<file path="src/rtl/canny_pkg.sv">
// Shared definitions for the Canny edge-detection pipeline stages.
package canny_pkg;

  // Default datapath widths: smoothed pixels in, unsaturated |Gx|+|Gy| out
  localparam int PIX_W_DEF = 8;
  localparam int MAG_W_DEF = 11;

  // Quantized gradient direction handed to non-maximum suppression
  typedef enum logic [1:0] {
    DIR_0   = 2'd0,
    DIR_45  = 2'd1,
    DIR_90  = 2'd2,
    DIR_135 = 2'd3
  } dir_t;

  // Sobel kernel weights: outer taps and the centre tap of each column/row
  localparam int SOBEL_W_EDGE = 1;
  localparam int SOBEL_W_MID  = 2;

  // Direction bins split where the minor axis is at most 2/5 of the major axis
  localparam int QUANT_NUM = 5;
  localparam int QUANT_DEN = 2;

endpackage

</file>
<file path="src/rtl/sobel_line_buffer.sv">
// Single-port line memory, one image row deep. The read is combinational, so
// the old contents at addr are seen in the same cycle that new data is written.
module sobel_line_buffer
  import canny_pkg::*;
#(
  parameter int DEPTH = 128,
  parameter int WIDTH = PIX_W_DEF,
  parameter int AW    = $clog2(DEPTH)
) (
  input  logic             clk,
  input  logic             we,
  input  logic [AW-1:0]    addr,
  input  logic [WIDTH-1:0] wr_data,
  output logic [WIDTH-1:0] rd_data
);

  logic [WIDTH-1:0] mem [DEPTH];

  assign rd_data = mem[addr];

  // Write port; contents are deliberately left uninitialised across reset
  always_ff @(posedge clk) begin
    if (we) mem[addr] <= wr_data;
  end

endmodule

</file>
<file path="src/rtl/sobel_gradient.sv">
// Canny stage 2: 3x3 Sobel gradient magnitude and quantized direction over a
// raster pixel stream. Window shift (E0), Gx/Gy (E1), magnitude/direction (E2).
module sobel_gradient
  import canny_pkg::*;
#(
  parameter int IMG_WIDTH  = 128,
  parameter int IMG_HEIGHT = 128,
  parameter int PIX_W      = PIX_W_DEF,
  parameter int MAG_W      = MAG_W_DEF
) (
  input  logic             clk,
  input  logic             rst_n,
  input  logic             in_valid,
  input  logic [PIX_W-1:0] in_data,
  input  logic             in_sof,
  output logic             out_valid,
  output logic [MAG_W-1:0] out_mag,
  output logic [1:0]       out_dir,
  output logic             out_sof,
  output logic             out_last
);

  localparam int COL_W  = $clog2(IMG_WIDTH);
  localparam int ROW_W  = $clog2(IMG_HEIGHT);
  localparam int GRAD_W = PIX_W + 3;
  localparam int ABS_W  = PIX_W + 2;
  localparam int CMP_W  = ABS_W + 3;

  localparam logic [COL_W-1:0] COL_LAST = COL_W'(IMG_WIDTH - 1);
  localparam logic [ROW_W-1:0] ROW_LAST = ROW_W'(IMG_HEIGHT - 1);
  localparam logic [COL_W-1:0] COL_TWO  = COL_W'(2);
  localparam logic [ROW_W-1:0] ROW_TWO  = ROW_W'(2);

  localparam logic signed [GRAD_W-1:0] W_EDGE = GRAD_W'(SOBEL_W_EDGE);
  localparam logic signed [GRAD_W-1:0] W_MID  = GRAD_W'(SOBEL_W_MID);
  localparam logic [CMP_W-1:0]         Q_NUM  = CMP_W'(QUANT_NUM);
  localparam logic [CMP_W-1:0]         Q_DEN  = CMP_W'(QUANT_DEN);

  function automatic logic signed [GRAD_W-1:0] ext(input logic [PIX_W-1:0] p);
    return $signed({{(GRAD_W - PIX_W){1'b0}}, p});
  endfunction

  logic [COL_W-1:0] col, cur_col, nxt_col;
  logic [ROW_W-1:0] row, cur_row, nxt_row;
  logic             interior, first_ctr, last_ctr;
  logic [PIX_W-1:0] lb0_rd, lb1_rd;

  logic [PIX_W-1:0] win [3][3];
  logic             v0, sof0, last0;

  logic signed [GRAD_W-1:0] gx_c, gy_c, gx, gy;
  logic                     v1, sof1, last1;

  logic [ABS_W-1:0] ax, ay;
  logic [CMP_W-1:0] ax_num, ay_num, ax_den, ay_den;
  logic [MAG_W-1:0] mag_c;
  dir_t             dir_c;

  // Position of the pixel on the bus (in_sof forces the origin) and its successor
  always_comb begin
    cur_col   = in_sof ? '0 : col;
    cur_row   = in_sof ? '0 : row;
    interior  = (cur_row >= ROW_TWO) && (cur_col >= COL_TWO);
    first_ctr = (cur_row == ROW_TWO) && (cur_col == COL_TWO);
    last_ctr  = (cur_row == ROW_LAST) && (cur_col == COL_LAST);
    nxt_col   = cur_col + COL_W'(1);
    nxt_row   = cur_row;
    if (cur_col == COL_LAST) begin
      nxt_col = '0;
      nxt_row = (cur_row == ROW_LAST) ? '0 : cur_row + ROW_W'(1);
    end
  end

  // Raster counters advance only on accepted pixels
  always_ff @(posedge clk or negedge rst_n) begin
    if (!rst_n) begin
      col <= '0;
      row <= '0;
    end else if (in_valid) begin
      col <= nxt_col;
      row <= nxt_row;
    end
  end

  // lb0 holds the previous row, lb1 the one before; lb1 is fed from lb0's old value
  sobel_line_buffer #(.DEPTH(IMG_WIDTH), .WIDTH(PIX_W), .AW(COL_W)) u_lb0 (
    .clk     (clk),
    .we      (in_valid),
    .addr    (cur_col),
    .wr_data (in_data),
    .rd_data (lb0_rd)
  );

  sobel_line_buffer #(.DEPTH(IMG_WIDTH), .WIDTH(PIX_W), .AW(COL_W)) u_lb1 (
    .clk     (clk),
    .we      (in_valid),
    .addr    (cur_col),
    .wr_data (lb0_rd),
    .rd_data (lb1_rd)
  );

  // E0: shift a new column into the window and tag whether it is centred on an interior pixel
  always_ff @(posedge clk or negedge rst_n) begin
    if (!rst_n) begin
      for (int i = 0; i < 3; i++)
        for (int j = 0; j < 3; j++)
          win[i][j] <= '0;
      v0    <= 1'b0;
      sof0  <= 1'b0;
      last0 <= 1'b0;
    end else begin
      v0    <= in_valid & interior;
      sof0  <= in_valid & first_ctr;
      last0 <= in_valid & last_ctr;
      if (in_valid) begin
        for (int i = 0; i < 3; i++) begin
          win[i][0] <= win[i][1];
          win[i][1] <= win[i][2];
        end
        win[0][2] <= lb1_rd;
        win[1][2] <= lb0_rd;
        win[2][2] <= in_data;
      end
    end
  end

  // Sobel kernels: right column minus left column, bottom row minus top row
  always_comb begin
    gx_c = (W_EDGE * ext(win[0][2]) + W_MID * ext(win[1][2]) + W_EDGE * ext(win[2][2]))
         - (W_EDGE * ext(win[0][0]) + W_MID * ext(win[1][0]) + W_EDGE * ext(win[2][0]));
    gy_c = (W_EDGE * ext(win[2][0]) + W_MID * ext(win[2][1]) + W_EDGE * ext(win[2][2]))
         - (W_EDGE * ext(win[0][0]) + W_MID * ext(win[0][1]) + W_EDGE * ext(win[0][2]));
  end

  // E1: register the signed gradients alongside the validity tags
  always_ff @(posedge clk or negedge rst_n) begin
    if (!rst_n) begin
      gx    <= '0;
      gy    <= '0;
      v1    <= 1'b0;
      sof1  <= 1'b0;
      last1 <= 1'b0;
    end else begin
      gx    <= gx_c;
      gy    <= gy_c;
      v1    <= v0;
      sof1  <= sof0;
      last1 <= last0;
    end
  end

  // Magnitude and direction bin; horizontal wins ties, then vertical, then the diagonals by sign
  always_comb begin
    ax     = gx[GRAD_W-1] ? ABS_W'(-gx) : ABS_W'(gx);
    ay     = gy[GRAD_W-1] ? ABS_W'(-gy) : ABS_W'(gy);
    ax_num = Q_NUM * CMP_W'(ax);
    ay_num = Q_NUM * CMP_W'(ay);
    ax_den = Q_DEN * CMP_W'(ax);
    ay_den = Q_DEN * CMP_W'(ay);
    mag_c  = MAG_W'(ax) + MAG_W'(ay);
    dir_c  = DIR_135;
    if (ay_num <= ax_den)
      dir_c = DIR_0;
    else if (ax_num <= ay_den)
      dir_c = DIR_90;
    else if (gx[GRAD_W-1] == gy[GRAD_W-1])
      dir_c = DIR_45;
  end

  // E2: output registers; frame markers only accompany a valid result
  always_ff @(posedge clk or negedge rst_n) begin
    if (!rst_n) begin
      out_valid <= 1'b0;
      out_mag   <= '0;
      out_dir   <= '0;
      out_sof   <= 1'b0;
      out_last  <= 1'b0;
    end else begin
      out_valid <= v1;
      out_mag   <= mag_c;
      out_dir   <= dir_c;
      out_sof   <= v1 & sof1;
      out_last  <= v1 & last1;
    end
  end

endmodule

</file>
<file path="config.mk">
export PLATFORM = sky130hd
export DESIGN_NAME = sobel_gradient
export DESIGN_NICKNAME = d
export VERILOG_FILES = /design/src/rtl/canny_pkg.sv /design/src/rtl/sobel_line_buffer.sv /design/src/rtl/sobel_gradient.sv
export SDC_FILE = /design/constraint.sdc
export NUM_CORES = 2
export LEC_CHECK = 0
export BUFFER_PORTS_ARGS = -buffer_cell sky130_fd_sc_hd__buf_2
export CAP_MARGIN = 40
export CORE_MARGIN = 2
export CORE_UTILIZATION = 54
export CTS_CLUSTER_DIAMETER = 150
export DETAILED_ROUTE_END_ITERATION = 8
export PLACE_DENSITY = 0.76
export SKIP_CTS_REPAIR_TIMING = 1
export SYNTH_ARGS = -nofsm -noshare
export SYNTH_HDL_FRONTEND = slang
export SYNTH_HIERARCHICAL = 1
export SYNTH_SLANG_ARGS = --single-unit
</file>
<file path="constraint.sdc">
create_clock -name clk -period 13.5 [get_ports clk]
set_input_delay 2.7 -clock clk [delete_from_list [all_inputs] [get_ports clk]]
set_output_delay 2.7 -clock clk [all_outputs]
set_load 0.05 [all_outputs]
</file>
# Word-level counts from Yosys, hierarchy flattened
# Memory sizes are Yosys's and may differ from the RTL's. A register that Yosys moved wholly into a read port is not among the register bits.
# Cells that the tools add are included.
# Widths: inputs -> output; s select.
# word_totals
reg_bits,122
mem_bits_rw,2048
inputBits,12
output_inout_bits,16
wordCells,72
mem_count,2
# mem_list
memory,depth,width,read_ports,rd_clocked_by_memory_dff,write_ports,line,text
u_lb0.mem,128,8,1,0,1,sobel_line_buffer.sv:17,logic [WIDTH-1:0] mem [DEPTH];
u_lb1.mem,128,8,1,1,1,sobel_line_buffer.sv:17,
# op_classes
add_sub_neg,15
multipliers,2
n_lt_le_gt_ge,4
n_eq_ne,5
muxes,12
bitwise,5
n_reduce_logical,4
# ops
cell,n
$add 10x8->11,4
$add 8x9->10,4
$mux 7,5
$le 13x11->1,2
$mul 3x10->13 const A,2
$sub 11x11->11,2
$mux 10,2
$neg 10->10,2
$add 7x1->7 const B,2
$eq 7x2->1 const B,2
$eq 7x7->1 const B,2
$ge 7x2->1 const B,2
$add 10x10->11,1
$mux 2,3
$and 1x1->1,5
$logic_and 1x1->1,3
$mux 1,2
$eq 1x1->1,1
$logic_not 1->1,1

# Depth between registers and ports, before layout
# depth
word_depth,6
mapped_depth,21
ltp_nobuf,21

# Cells and area by module
# Netlist, hierarchy kept.
# modules_own_cells
module,instances,cells_per_inst,area_per_inst_um2,seq_area_each_um2
sobel_line_buffer,2,2467,40273.6,30749.5
sobel_gradient,1,838,8932.3,3253.1

# Worst setup path before layout
# No wires, ideal clock.
# synth_path
kind,in2reg
startpoint,input port in_sof
endpoint,register win[26] (netlist bit)
setup_time_ns,0.149
t_arrival_ns,7.679
t_required_ns,13.351
setup_slack_ns,5.672
path_stages,12
n_path_buf,5
path_cell_list,clkbuf_1 nor2b_1 buf_6 buf_6 buf_2 clkbuf_1 nor2_1 a21oi_1 o21ai_0 a2111oi_2 nand4_1 mux2_2
# synth_between
elab_chain_len,2
# synth_lines
item,line,text
"start, declared",sobel_gradient.sv:15,"input logic in_sof,"
$mux 7,sobel_gradient.sv:61,cur_col = in_sof ? '0 : col;
via cur_col[1],sobel_gradient.sv:43,"logic [COL_W-1:0] col, cur_col, nxt_col;"
$mem_v2 128x8,--,
via lb0_rd[2],sobel_gradient.sv:46,"logic [PIX_W-1:0] lb0_rd, lb1_rd;"
"end signal, assigned by index",sobel_gradient.sv:117,win[i][0] <= win[i][1];
"end signal, assigned by index",sobel_gradient.sv:118,win[i][1] <= win[i][2];
"end, declared",sobel_gradient.sv:48,logic [PIX_W-1:0] win [3][3];
# The timed path passes the listed nets, and every way through them passes these cells.
# A chain may end at the register's enable or synchronous reset.

# Worst setup path in the final report
# layout_path
startpoint,input port in_sof
endpoint,"memory u_lb1/mem[18][1] (netlist bit), data pin"
# layout_between
elab_chain_len,2
# layout_lines
item,line
$mux 7,sobel_gradient.sv:61
via cur_col[0],sobel_gradient.sv:43
$mem_v2 128x8,--
via lb0_rd[1],sobel_gradient.sv:46
"end, declared",sobel_line_buffer.sv:17
# The timed path passes the listed nets, and every way through them passes these cells.

==> key figures <==
Placed design
  – GPL Wtd Cong: 0.911
  – Area of placed instances: 92400 um2
  – DP Wirelength: 147000 um
  – Port Buf Inserts: 27
  – Placed insts: 7804

STA
  – Fin crit share: 0.603
  – Slew Limit Fails: 0
  – Post-layout min period: 8.13 ns
  – Max Freq: 123 MHz
  – Setup TNS: 0 ns
  – Final Skew: 0.0678 ns
  – Slew HR: 0.268
  – Setup-failing EPs final: 0
  – RSZ-0062 raised after global routing: false
  – Final number of hold-violating endpoints: 0
  – Tightest Pin Transition: 1.10 ns

Synthesis
  – Post-synth net total: 5924
  – Synth Flop Type: edfxtp_1
  – Yosys cell types: 93
  – Mapped Cells: 5772
  – Register area share after synthesis: 0.724
  – Most numerous cell in the Yosys netlist: edfxtp_1
  – Post-synth top area share: 0.687
  – Fraction of registers with async set/reset: 0.0597
  – Post-synth EDFFs: 2048
  – Synth cell count leaders: edfxtp_1, nor2_1, a221oi_1, a21oi_1, nand2_1
  – Synth Cell Area: 89500 um2
  – Yosys reg bits: 2178
  – Post-synthesis area per instance: 15.5 um2
  – Post-synth top area cell: edfxtp_1
  – Top cells by area, synth: edfxtp_1, a221oi_1, dfrtp_1
  – Synth Warn #: 6

Route
  – Routed wire per std cell: 30.6 um
  – Vias per Instance: 6.94
  – DRT Pass-1 Iters: 9
  – DRC Markers: 0
  – Initial drt markers: 9745
  – Vias: 56800
  – ANT nets after route: 0
  – Post-Route WL: 251000 um

Layout
  – Filler Cell Count: 11600
  – Synth-to-layout area growth: 10.6%
  – Share of layout cells above drive strength 1: 0.133
  – Final Instance Area: 99000 um2
  – Area of the multi-input gates: 22200 um2
  – Final nets: 5977
  – Seq. cell area: 64800 um2
  – Final Non-Filler Cells: 8188

Setup path
  – Critical path peak fanout: 66
  – Critical path type: in2reg
  – Slowest cell delay on critical path: 0.85 ns
  – Cell Chain, Critical Path: buf_2, nand2b_1, inv_8, buf_4, nor2_4, buf_4, buf_4, a22oi_1, nand3_1, nand2_1, a2111oi_0, nor3_1, nand3_4, buf_4
  – Startpoint types: input pin
  – WP buf/inv: 6
  – Crit path max-delay cell type: a2111oi_0
  – Worst path top cell family by delay: buffers and inverters
  – CP arrival: 8.69 ns
  – Required @ worst endpoint: 14.05 ns
  – Most used cell along the critical path: buf_4
  – Worst setup EP type: register

Hold path
  – Min-Delay Path Class: reg2reg

Floorplanning
  – Die footprint: 169000 um2
  – Starting density of the core: 0.543
  – Core area: 165000 um2
  – Die H: 411 um
  – Die width: 411 um
  – Ports: 28
  – # rows: 149

Clock tree
  – Reg clk slew, reported paths: 0.06 ns
  – Sink Count: 2178
  – Clk_lat worst skew: 0.87 ns
  – Num CTS Buffers: 203
  – H-tree levels: 4
  – Root Buffer: clkbuf_16
  – CTS tree: yes
  – CTS Buffer Depth: 3

Global routing
  – Initial antenna violation count: 5
  – Total Routing Usage GR: 0.292
  – GRT busiest layer: met2
  – First-pass GRT wire length: 366000 um
  – Met1 GRT Util: 0.393
  – Vias in the first global route: 54800
  – Met3 Track Usage GR: 0.0829
  – Global routing usage on met2: 0.442
  – Largest net degree at the start of global routing: 115
  – Total grt overflow: 0

Power and ir drop
  – Cell Pwr Density: 185 nW/um2
  – Lkg Pwr: 32.0 nW
  – Worst IR Drop VDD: 0.427 mV
  – Power Total: 0.0184 W

Flow run
  – Max cap viols: 0

Outcome
  – Status: finished clean
-- cell families after synthesis --
kind of cell,Yosys count,share of synthesized area
mux,315,0.0407
buf+inv,533,0.0293
compound gates,1521,0.125
xor+xnor,63,0.00646
simple gates,1013,0.0492
flops,2178,0.724
fa+ha+maj,149,0.0261
-- metrics by stage --
stage	util	hold WS, ns	setup slack, ns
global placement	0.555	0.335	4.70
global route	0.600	0.373	5.32
floorplan	-	0.331	5.67
finish	0.601	0.349	5.37
detailed placement	0.560	0.335	4.79
CTS	0.600	0.349	5.70
-- sequential cells by signal, summed over array words and instances, names as in the netlist --
register   count
col            7
gx            11
gy            11
last0          1
last1          1
out_dir        2
out_last       1
out_mag       11
out_sof        1
out_valid      1
row            7
sof0           1
sof1           1
u_lb0/mem   1024
u_lb1/mem   1024
v0             1
v1             1
win           72
-- report_power, final --
part	total [W]	switching [W]	internal, W
clock	0.00566	0.00250	0.00316
sequential	0.00782	0.0000985	0.00773
combinational	0.00487	0.00295	0.00192
total	0.0184	0.00555	0.0128
-- final timing paths --
path / from / endpoint / slack, ns / depth (start not counted)
worst max-delay path: in_sof / u_lb1/mem[18][1] / 5.37 / 14
max in group asynchronous: rst_n / win[5] / 10.42 / 2
worst min-delay path: v0 / v1 / 0.35 / 0
min in group asynchronous: rst_n / out_dir[0] / 1.79 / 1
worst max register to register: col[2] / u_lb1/mem[18][1] / 7.32 / 10
worst min register to register: v0 / v1 / 0.35 / 0
-- cell type report --
class                           instances  area share
Multi-Input combinational cell       3061       0.225
Clock buffer                          250      0.0538
Tap cell                             2189      0.0277
Clock inverter                        126      0.0125
Inverter                              123     0.00477
Antenna cell                            3   0.0000759
Sequential cell                      2178       0.654
Timing Repair Buffer                  258      0.0222
-- cells in the final DEF, fill, tap and decap left out, types with 48 or more instances in the layout --
master     instances
dfrtp_1          130
buf_4            211
ha_1              75
edfxtp_1        2048
a21oi_1          286
nor2_1           503
a22oi_1          146
nand2_1          265
inv_1            116
clkbuf_16        205
clkinv_1          48
mux2_2           155
o21ai_0          218
a22o_1            82
fa_1              65
mux2i_1          128
a221oi_1         441
o22ai_1           49
-- metal layers --
metal	vias to the layer above	part of all wire	wire length, um
met2	4900	0.45	113000
met3	923	0.15	37200
met1	28000	0.35	86900
met4	8	0.055	13700
met5	-	0.00031	78
li1	23000	-	-
(Power assumes the default switching activity.)
